<file path="config.mk">
export PLATFORM = sky130hd
export DESIGN_NAME = align_lanes_pipe
export DESIGN_NICKNAME = d
export VERILOG_FILES = /design/src/rtl/align_lanes_pipe_pkg.sv /design/src/rtl/align_lanes_pipe_align_lane.sv /design/src/rtl/align_lanes_pipe.sv
export SDC_FILE = /design/constraint.sdc
export NUM_CORES = 1
export LEC_CHECK = 0
export CORE_ASPECT_RATIO = 1.2
export CORE_MARGIN = 5
export CORE_UTILIZATION = 45
export CTS_BUF_LIST = sky130_fd_sc_hd__clkbuf_4 sky130_fd_sc_hd__clkbuf_8
export CTS_CLUSTER_SIZE = 14
export DETAILED_ROUTE_END_ITERATION = 7
export DONT_BUFFER_PORTS = 1
export GPL_TIMING_DRIVEN = 0
export PLACE_DENSITY = 0.6
export SLEW_MARGIN = 40
export SYNTH_ARGS = -nofsm -noshare
export SYNTH_HDL_FRONTEND = slang
export SYNTH_HIERARCHICAL = 1
export SYNTH_SLANG_ARGS = --single-unit
export TNS_END_PERCENT = 30
</file>
<file path="constraint.sdc">
create_clock -name i_clk -period 2.72 [get_ports i_clk]
set_input_delay 0.816 -clock i_clk [delete_from_list [all_inputs] [get_ports i_clk]]
set_output_delay 0.816 -clock i_clk [all_outputs]
set_load 0.01 [all_outputs]
</file>
<file path="src/rtl/align_lanes_pipe_pkg.sv">
// Shared definitions for the lane-alignment pipeline.
// Holds the default geometry (lane count, mantissa/exponent/output widths,
// Q-fraction sideband width) and the output sign-mode encodings.
package align_lanes_pipe_pkg;

    localparam int LANES_DEF = 4;
    localparam int PP_W_DEF  = 3;
    localparam int EXP_W_DEF = 6;
    localparam int OUT_W_DEF = 15;
    localparam int QF_W_DEF  = 5;

    // Output number format of every lane
    typedef enum logic {
        MODE_TWOS     = 1'b0,   // two's complement
        MODE_SIGN_MAG = 1'b1    // sign-magnitude
    } out_mode_e;

endpackage

</file>
<file path="src/rtl/align_lanes_pipe_align_lane.sv">
// Single-lane aligner: right-shifts one partial-product mantissa by
// (max_exp - exp), collects the shifted-out bits into a sticky flag and
// applies the requested sign format. Two register stages; the load enables
// come from the pipeline control in the top.
//   i_clk, i_rst_n      : clock, asynchronous active-low reset
//   i_s1_en, i_s2_en    : stage 1 / stage 2 load enables
//   i_pp                : {sign, mantissa}
//   i_exp, i_max_exp    : lane exponent and shared maximum exponent
//   i_mode              : 0 two's complement, 1 sign-magnitude
//   o_lane              : aligned lane (OUT_W bits)
//   o_sticky, o_err     : OR of lost bits, exponent above max_exp
module align_lane
    import align_lanes_pipe_pkg::*;
#(
    parameter int PP_W  = PP_W_DEF,
    parameter int EXP_W = EXP_W_DEF,
    parameter int OUT_W = OUT_W_DEF
) (
    input  logic             i_clk,
    input  logic             i_rst_n,
    input  logic             i_s1_en,
    input  logic             i_s2_en,
    input  logic [PP_W:0]    i_pp,
    input  logic [EXP_W-1:0] i_exp,
    input  logic [EXP_W-1:0] i_max_exp,
    input  logic             i_mode,
    output logic [OUT_W-1:0] o_lane,
    output logic             o_sticky,
    output logic             o_err
);

    localparam int M     = OUT_W - 1;
    // Working vector: mantissa on top, M magnitude positions, then PP_W guard
    // positions that catch bits falling below the magnitude LSB.
    localparam int EXT_W = M + 2 * PP_W;
    localparam int LOW_W = 2 * PP_W;
    localparam logic [EXP_W:0] EXT_LIM = (EXP_W + 1)'(EXT_W);

    // ---------------- stage 1: difference, err, coarse shift by 4*d[hi]
    logic [EXP_W-1:0]   diff;
    logic               err;
    logic [EXP_W-1:0]   coarse_amt;
    logic [EXT_W-1:0]   ext;
    logic [2*EXT_W-1:0] wide;
    logic [EXT_W-1:0]   vec_next;
    logic               sticky_next;

    always_comb begin
        diff        = i_max_exp - i_exp;
        err         = i_exp > i_max_exp;
        coarse_amt  = {diff[EXP_W-1:2], 2'b00};
        ext         = {i_pp[PP_W-1:0], {(EXT_W - PP_W){1'b0}}};
        // Lower half of the double-width vector receives the shifted-out bits
        wide        = {ext, {EXT_W{1'b0}}} >> coarse_amt;
        vec_next    = wide[2*EXT_W-1 -: EXT_W];
        sticky_next = |wide[EXT_W-1:0];
        if (err) begin
            vec_next    = '0;
            sticky_next = 1'b0;
        end else if ({1'b0, coarse_amt} >= EXT_LIM) begin
            // Entire mantissa shifted past the vector
            vec_next    = '0;
            sticky_next = |i_pp[PP_W-1:0];
        end
    end

    logic [EXT_W-1:0] vec_reg;
    logic             sticky_reg;
    logic             err_reg;
    logic [1:0]       fine_reg;
    logic             sign_reg;
    out_mode_e        mode_reg;

    always_ff @(posedge i_clk or negedge i_rst_n) begin
        if (!i_rst_n) begin
            vec_reg    <= '0;
            sticky_reg <= 1'b0;
            err_reg    <= 1'b0;
            fine_reg   <= '0;
            sign_reg   <= 1'b0;
            mode_reg   <= MODE_TWOS;
        end else if (i_s1_en) begin
            vec_reg    <= vec_next;
            sticky_reg <= sticky_next;
            err_reg    <= err;
            fine_reg   <= diff[1:0];
            // An out-of-range lane is forced to a plain zero in both modes
            sign_reg   <= i_pp[PP_W] & ~err;
            mode_reg   <= out_mode_e'(i_mode);
        end
    end

    // ---------------- stage 2: fine shift by d[1:0], sticky, sign format
    logic [EXT_W+2:0] fine_vec;
    logic [EXT_W-1:0] vec2;
    logic [M-1:0]     mag;
    logic             sticky2;
    logic [OUT_W-1:0] lane_abs;
    logic [OUT_W-1:0] lane_neg;
    logic [OUT_W-1:0] lane_next;

    always_comb begin
        fine_vec = {vec_reg, 3'b000} >> fine_reg;
        vec2     = fine_vec[EXT_W+2:3];
        mag      = vec2[EXT_W-1 -: M];
        sticky2  = sticky_reg | (|fine_vec[2:0]) | (|vec2[LOW_W-1:0]);
        lane_abs = {1'b0, mag};
        lane_neg = (~lane_abs) + OUT_W'(1);
        if (mode_reg == MODE_SIGN_MAG) begin
            lane_next = {sign_reg, mag};
        end else begin
            // Negating a zero magnitude yields zero, so -0 never appears
            lane_next = sign_reg ? lane_neg : lane_abs;
        end
    end

    always_ff @(posedge i_clk or negedge i_rst_n) begin
        if (!i_rst_n) begin
            o_lane   <= '0;
            o_sticky <= 1'b0;
            o_err    <= 1'b0;
        end else if (i_s2_en) begin
            o_lane   <= lane_next;
            o_sticky <= sticky2;
            o_err    <= err_reg;
        end
    end

endmodule

</file>
<file path="src/rtl/align_lanes_pipe.sv">
// Two-stage exponent-alignment pipeline for LANES partial products with a
// valid/ready handshake. Each lane is shifted right by max_exp - exp;
// max_exp and the Q-fraction sideband travel alongside each beat.
//   i_clk, i_rst_n          : clock, asynchronous active-low reset
//   i_valid / o_ready       : upstream handshake
//   i_denorm_pp, i_exp      : per-lane {sign, mantissa} and exponent
//   i_max_exp, i_Q_frac     : per-beat sideband
//   i_mode                  : 0 two's complement, 1 sign-magnitude
//   o_valid / i_ready       : downstream handshake
//   o_align_pp              : aligned lanes
//   o_sticky, o_err         : per-lane sticky and exponent-range error
//   o_max_exp, o_Q_frac     : sideband of the presented beat
module align_lanes_pipe
    import align_lanes_pipe_pkg::*;
#(
    parameter int LANES = LANES_DEF,
    parameter int PP_W  = PP_W_DEF,
    parameter int EXP_W = EXP_W_DEF,
    parameter int OUT_W = OUT_W_DEF,
    parameter int QF_W  = QF_W_DEF
) (
    input  logic                      i_clk,
    input  logic                      i_rst_n,
    input  logic                      i_valid,
    output logic                      o_ready,
    input  logic [LANES*(PP_W+1)-1:0] i_denorm_pp,
    input  logic [LANES*EXP_W-1:0]    i_exp,
    input  logic [EXP_W-1:0]          i_max_exp,
    input  logic [QF_W-1:0]           i_Q_frac,
    input  logic                      i_mode,
    output logic                      o_valid,
    input  logic                      i_ready,
    output logic [LANES*OUT_W-1:0]    o_align_pp,
    output logic [LANES-1:0]          o_sticky,
    output logic [LANES-1:0]          o_err,
    output logic [EXP_W-1:0]          o_max_exp,
    output logic [QF_W-1:0]           o_Q_frac
);

    logic             s1_valid_reg;
    logic             s2_valid_reg;
    logic             s1_en;
    logic             s2_en;
    logic [EXP_W-1:0] s1_max_exp_reg;
    logic [QF_W-1:0]  s1_q_frac_reg;

    // Stage 2 loads whenever it is empty or being drained this cycle;
    // stage 1 is free unless both stages are full and the output stalls.
    assign s2_en   = s1_valid_reg && (!s2_valid_reg || i_ready);
    assign o_ready = !s2_valid_reg || i_ready || !s1_valid_reg;
    assign s1_en   = i_valid && o_ready;
    assign o_valid = s2_valid_reg;

    always_ff @(posedge i_clk or negedge i_rst_n) begin
        if (!i_rst_n) begin
            s1_valid_reg <= 1'b0;
            s2_valid_reg <= 1'b0;
        end else begin
            if (s1_en) begin
                s1_valid_reg <= 1'b1;
            end else if (s2_en) begin
                s1_valid_reg <= 1'b0;
            end
            if (s2_en) begin
                s2_valid_reg <= 1'b1;
            end else if (i_ready) begin
                s2_valid_reg <= 1'b0;
            end
        end
    end

    always_ff @(posedge i_clk or negedge i_rst_n) begin
        if (!i_rst_n) begin
            s1_max_exp_reg <= '0;
            s1_q_frac_reg  <= '0;
            o_max_exp      <= '0;
            o_Q_frac       <= '0;
        end else begin
            if (s1_en) begin
                s1_max_exp_reg <= i_max_exp;
                s1_q_frac_reg  <= i_Q_frac;
            end
            if (s2_en) begin
                o_max_exp <= s1_max_exp_reg;
                o_Q_frac  <= s1_q_frac_reg;
            end
        end
    end

    generate
        for (genvar gi = 0; gi < LANES; gi++) begin : g_lane
            align_lane #(
                .PP_W  (PP_W),
                .EXP_W (EXP_W),
                .OUT_W (OUT_W)
            ) u_lane (
                .i_clk     (i_clk),
                .i_rst_n   (i_rst_n),
                .i_s1_en   (s1_en),
                .i_s2_en   (s2_en),
                .i_pp      (i_denorm_pp[gi*(PP_W+1) +: PP_W+1]),
                .i_exp     (i_exp[gi*EXP_W +: EXP_W]),
                .i_max_exp (i_max_exp),
                .i_mode    (i_mode),
                .o_lane    (o_align_pp[gi*OUT_W +: OUT_W]),
                .o_sticky  (o_sticky[gi]),
                .o_err     (o_err[gi])
            );
        end
    endgenerate

endmodule

</file>
# [Word-level counts from Yosys, hierarchy flattened]
# Cells that the tools add are included.
[totals] reg_bits=193 latch_bits=0 ram_bits=0 mem_bits_ro=0 in_bits=56 out_inout_bits=81 wordCells=135 n_memories=0
[op_classes] addsub=8 n_mul=0 div_mod_pow=0 n_lt_le_gt_ge=8 n_eq_ne=0 shift=8 muxes=28 bitwise_logic=20 n_reduce_logical=24
[op_table] cell="$mux W20" count=8
[op_table] cell="$shr A40 B6 Y40" count=4
[op_table] cell="$mux W15" count=8
[op_table] cell="$shr A23 B2 Y23" count=4
[op_table] cell="$reduce_or A20 Y1" count=4
[op_table] cell="$add A15 B1 Y15 const B" count=4
[op_table] cell="$not A14 Y15" count=4
[op_table] cell="$ge A6 B5 Y1 const B" count=4
[op_table] cell="$gt A6 B6 Y1" count=4
[op_table] cell="$reduce_or A3 Y1" count=8
[op_table] cell="$reduce_or A6 Y1" count=4
[op_table] cell="$sub A6 B6 Y6" count=4
[op_table] cell="$mux W1" count=12
[op_table] cell="$or A1 B1 Y1" count=8
[op_table] cell="$and A1 B1 Y1" count=4
[op_table] cell="$not A1 Y1" count=4
[op_table] cell="$reduce_bool A2 Y1" count=2
[op_table] cell="$logic_and A1 B1 Y1" count=2
[op_table] cell="$logic_not A1 Y1" count=2
[op_table] cell="$logic_or A1 B1 Y1" count=2

# [Longest topological paths before layout]
[logic_depth] ltp_word=5 ltp_mapped=12 ltp_nobuf=9

# [Modules after synthesis]
# Netlist, hierarchy kept.
[by_module_without_submodules] mod="align_lane (g_lane[0].u_lane ...)" n_inst=3 cells_per_inst=296 area_per_inst_um2=2581.2 seq_area_each_um2=950.9
[by_module_without_submodules] mod="align_lane (g_lane[3].u_lane)" n_inst=1 cells_per_inst=278 area_per_inst_um2=2597.5 seq_area_each_um2=950.9
[by_module_without_submodules] mod="align_lanes_pipe" n_inst=1 cells_per_inst=56 area_per_inst_um2=1012.2 seq_area_each_um2=600.6

# [Worst setup path before layout]
# Ideal clock, no wire load.
[synth_path] kind="in2reg" from="input port i_exp[19]" to="register g_lane[3].u_lane.vec_reg[13]" setup_time_ns=0.083 t_arrival_ns=2.654 required_ns=2.637 path_slack_ns=-0.016 stages=9 n_path_buf=1 cell_sequence="inv_1 ha_1 nor2b_1 o211ai_1 and2_1 clkbuf_1 o22a_1 or3b_2 o22ai_1"
[synth_between] elab_chain_len=4 word_cells_on_any_way=6 classes_between="add/sub (1); order compare (2); shift (1); mux (2)"
[synth_rtl] element="start: declaration" line_no="align_lanes_pipe.sv:27" rtl="input logic [LANES*EXP_W-1:0] i_exp,"
[synth_rtl] element="$sub A6 B6 Y6" line_no="align_lanes_pipe_align_lane.sv:49" rtl="diff = i_max_exp - i_exp;"
[synth_rtl] element="$shr A40 B6 Y40 or $ge A6 B5 Y1 (tied branches)" line_no="align_lanes_pipe_align_lane.sv:54, align_lanes_pipe_align_lane.sv:60"
[synth_rtl] element="$mux W20" line_no="align_lanes_pipe_align_lane.sv:60" rtl="end else if ({1'b0, coarse_amt} >= EXT_LIM) begin"
[synth_rtl] element="$mux W20 *" line_no="align_lanes_pipe_align_lane.sv:57" rtl="if (err) begin"
[synth_rtl] element="end signal: assignment" line_no="align_lanes_pipe_align_lane.sv:83" rtl="vec_reg <= vec_next;"
[synth_rtl] element="end: declaration" line_no="align_lanes_pipe_align_lane.sv:67" rtl="logic [EXT_W-1:0] vec_reg;"
# Every way passes the cells marked *; elsewhere a longest branch is shown, timed or not.
# A chain may end at the register's enable or synchronous reset.

# [Worst setup path after layout]
[layout_path] from="register g_lane[3].u_lane.fine_reg[0]" to="register g_lane[3].u_lane.o_lane[10]"
[layout_between] elab_chain_len=5
[layout_rtl] element="start: declaration" line_no="align_lanes_pipe_align_lane.sv:70" rtl="logic [1:0] fine_reg;"
[layout_rtl] element="start signal: assignment" line_no="align_lanes_pipe_align_lane.sv:86" rtl="fine_reg <= diff[1:0];"
[layout_rtl] element="$shr A23 B2 Y23 *" line_no="align_lanes_pipe_align_lane.sv:103" rtl="fine_vec = {vec_reg, 3'b000} >> fine_reg;"
[layout_rtl] element="$not A14 Y15" line_no="align_lanes_pipe_align_lane.sv:108" rtl="lane_neg = (~lane_abs) + OUT_W'(1);"
[layout_rtl] element="$add A15 B1 Y15" line_no="align_lanes_pipe_align_lane.sv:108"
[layout_rtl] element="$mux W15" line_no="align_lanes_pipe_align_lane.sv:113" rtl="lane_next = sign_reg ? lane_neg : lane_abs;"
[layout_rtl] element="$mux W15 *" line_no="align_lanes_pipe_align_lane.sv:109" rtl="if (mode_reg == MODE_SIGN_MAG) begin"
[layout_rtl] element="end signal: assignment" line_no="align_lanes_pipe_align_lane.sv:123" rtl="o_lane <= lane_next;"
[layout_rtl] element="end: declaration" line_no="align_lanes_pipe_align_lane.sv:27" rtl="output logic [OUT_W-1:0] o_lane,"
# Marked as above.

==> run_results.csv <==
group,metric,value,unit
cts,clock_sinks,176,
synth,synth_edf_count,0,
global_routing,grt_max_degree,139,
routing,drt_iter0_drc,659,
timing,layout_min_cycle_time,2.61,ns
synth,yosys-top-cells-area,"dfrtp_1 (39%), mux2_2 (4.6%), nor2_1 (3.6%), ha_1 (3.5%), inv_1 (3.1%)",
floorplanning,start_util,0.457,
pwr,power_density,629,nW/um^2
critical_path,cp_max_fo,19,
timing,fin_tns_setup,0,ns
synth,synthMuxAreaShare,0.120,
floorplanning,ios,137,
floorplanning,die_h,184,microns
placed_design,io_buffers,0,
finish,design_area,12300,sq um
cts,cts_tree,"done",
critical_path,critical_path_class,"reg2reg",
pwr,clkPwrFrac,0.242,
timing,rsz0062_at_grt,"true",
pwr,ir_worst_vdd,307,uV
synth,synth_nets,1310,
synth,synth_top_area_frac,0.388,
global_routing,antenna_found_initial,2,
critical_path,worstPathRequired,3.08,ns
placed_design,place_area,11800,sq um
timing,finalCritPeriodShare,0.961,
critical_path,crit_path_start_kind,"flop",
pwr,p_int,4.93,mW
synth,ys_seq_elements,176,
pwr,combPwrFrac,0.311,
finish,num-nets-final,1327,
pwr,power.leakage,5.13,nW
placed_design,dpl.hpwl,21700,microns
timing,setup_violations,0,
timing,fmax,382,MHz
routing,vias,9017,
routing,wl_per_cell,18.5,microns
synth,synth-simple-area-share,0.167,
cts,htree_levels,4,
floorplanning,core-area,24800,sq um
floorplanning,die_w,155,microns
cts,clock_latency,0.47,ns
synth,yosysTopAreaCell,"dfrtp_1",
finish,diodes,0,
synth,synth_seq_area_share,0.388,
global_routing,grt_pass1_vias,8901,
cts,clock_path_buffers,2,
synth,yosysMostFrequentCell,"dfrtp_1",
status,outcome,"finished clean",
cts,cts-root-buf,"clkbuf_8",
synth,async_flop_share,1.00,
synth,synthAdderAreaFrac,0.0379,
timing,drv_slew,0,
global_routing,grt_pass1_wl,47300,microns
synth,synth_top_family_by_area,"compound AO/OA/AOI/OAI gates",
synth,syn_inst,1222,
cts,cts_inserted_buffers,17,
critical_path,cp-end-kind,"flop",
pwr,power_switching,2.80,mW
critical_path,crit_arrival,2.98,ns
pwr,swShare,0.362,
job,maxCapViolCount,0,
routing,routed_via_density,5.72,
routing,ant_nets,0,
finish,layout.core_utilization,0.494,
synth,syn_area,11400,sq um
min_path,hp-class,"in2async",
floorplanning,dieArea,28500,sq um
synth,synthTopCellsByCount,"dfrtp_1 (176), nor2_1 (110), inv_1 (94), nand2_1 (78), o21ai_0 (69)",
timing,finalHoldViolations,0,
synth,syn_area_per_cell,9.29,sq um
global_routing,grt-ovfl-total,0,
synth,synth_ff_type,"dfrtp_1",
routing,drt-total-wl,29100,microns
synth,synth-compound-area-share,0.183,
finish,area_delta_synth_final,8.13,%
placed_design,place_congestion,0.854,
finish,drive_gt1_frac,0.143,
floorplanning,rows,63,
timing,tightest_slew,0.783,ns
pwr,p_seq_frac,0.447,
cts,cts.clk_slew.worst_paths,0.09,ns
synth,ys_types,76,
global_routing,track_usage,0.206,
synth,synthXorXnorAreaFrac,0.0424,
routing,drc,0,
timing,maxSlewHeadroom,0.475,
routing,firstDrtPassIters,5,
timing,fin_worst_skew,0.0119,ns
synth,synth_warnings,6,
## stage by stage
stage / worst slack, ns / hold slack, ns / instances / power (mW)
2_1_floorplan: 0.0323 / 0.451 / 1222 / 5.28
3_3_place_gp: -0.336 / 0.463 / 1547 / 5.82
3_5_place_dp: -0.361 / 0.470 / 1547 / 5.86
4_1_cts: 0.00261 / 0.0000216 / 1574 / 7.80
5_1_grt: -0.0307 / 0.000429 / 1576 / 8.25
6_report: 0.105 / 0.0471 / 1576 / 7.73
## power by group through the flow
stage / Sequential [mW] / Clock (mW) / Combinational (mW)
after global routing: 3.51 / 2.06 / 2.67
after floorplan: 3.39 / 0 / 1.89
after CTS: 3.47 / 1.95 / 2.38
after global placement: 3.51 / 0 / 2.32
final: 3.45 / 1.87 / 2.41
after detailed placement: 3.51 / 0 / 2.34
## area by class of cell
| class | count | area, sq um |
|---|---|---|
| Sequential cell | 176 | 4400 |
| Buffer | 58 | 348 |
| Fill cell | 2375 | 12600 |
| Multi-Input combinational cell | 883 | 6290 |
| Inverter | 98 | 372 |
| Clock buffer | 20 | 269 |
| Tap cell | 325 | 407 |
| Timing Repair Buffer | 5 | 55.1 |
| Clock inverter | 11 | 133 |
## cell families (layout without fill, tap and decap cells)
group	after synthesis	in the layout
AOI/OAI and AO/OA	327	327
muxes	108	108
xor gates and xnor gates	55	55
DFF	176	176
buffers and inverters	163	192
adders and majority gates	35	35
and+or+nand+nor	358	358
## repair_timing
| item | CTS | global route |
|---|---|---|
| pin swaps | 2 | 4 |
| hold buffers | 1 | 2 |
| buffers inserted | 1 | 1 |
| gates resized for setup | 17 | 19 |
| endpoints found under the setup margin | 22 | 11 |
| hold endpoints to repair | 39 | 4 |
## worst paths after layout
path                                               endpoint  slack, ns  cells after the start                    startpoint
worst max-delay path            g_lane[3].u_lane/o_lane[10]       0.11                      9  g_lane[3].u_lane/fine_reg[0]
worst min-delay path            g_lane[1].u_lane/o_lane[13]       0.05                      0                       i_rst_n
worst max register to register  g_lane[3].u_lane/o_lane[10]       0.11                      9  g_lane[3].u_lane/fine_reg[0]
worst min register to register  g_lane[3].u_lane/vec_reg[5]       0.49                      1   g_lane[3].u_lane/vec_reg[5]
max in group asynchronous        g_lane[0].u_lane/o_lane[4]       1.66                      1                       i_rst_n
min in group i_clk                             s1_valid_reg       0.46                      1                       i_valid
## cell usage in the layout (no fill, tap or decap), types with 5 or more instances in the layout
cell type,synthesis,routed
dfrtp_1,176,176
nor2_1,110,110
inv_1,94,93
nand2_1,78,78
o21ai_0,69,69
a21oi_1,68,65
o22ai_1,53,53
mux2_2,46,45
xnor2_1,37,37
mux2i_1,33,32
ha_1,32,30
clkbuf_1,29,23
mux2_4,19,20
clkbuf_8,2,20
a31oi_1,22,20
xor2_1,18,18
nor2b_1,18,17
nor3b_1,17,17
o211ai_1,17,17
nand2b_1,16,16
nor3_1,16,16
nand3_1,16,16
a211oi_1,14,14
buf_2,20,13
nand4_1,13,13
o31ai_1,12,12
o21a_1,11,11
nand3b_1,11,11
mux4_2,10,10
o21ai_1,9,9
or2_2,8,8
or2_1,7,7
nor4b_1,7,7
buf_6,4,6
clkinvlp_4,0,6
buf_1,9,6
or3_1,6,6
a22o_1,6,6
a21o_1,5,5
## critical path: stages, from the launching register on
cell and delay, ns:
dfrtp_1 0.40, clkbuf_8 0.19, clkbuf_2 0.23, a22oi_2 0.28, ha_2 0.21, inv_1 0.06, or3_4 0.41, o31a_1 0.29
xor2_1 0.16, mux2_4 0.28
## metal layers
| layer | vias to the layer above | wire [microns] | GRT usage |
|---|---|---|---|
| li1 | 4429 | - | - |
| met4 | 4 | 628 | 0.0597 |
| met2 | 250 | 14000 | 0.346 |
| met5 | - | 27 | 0 |
| met1 | 4293 | 12500 | 0.258 |
| met3 | 41 | 1940 | 0.0591 |
(Power assumes the default switching activity.)
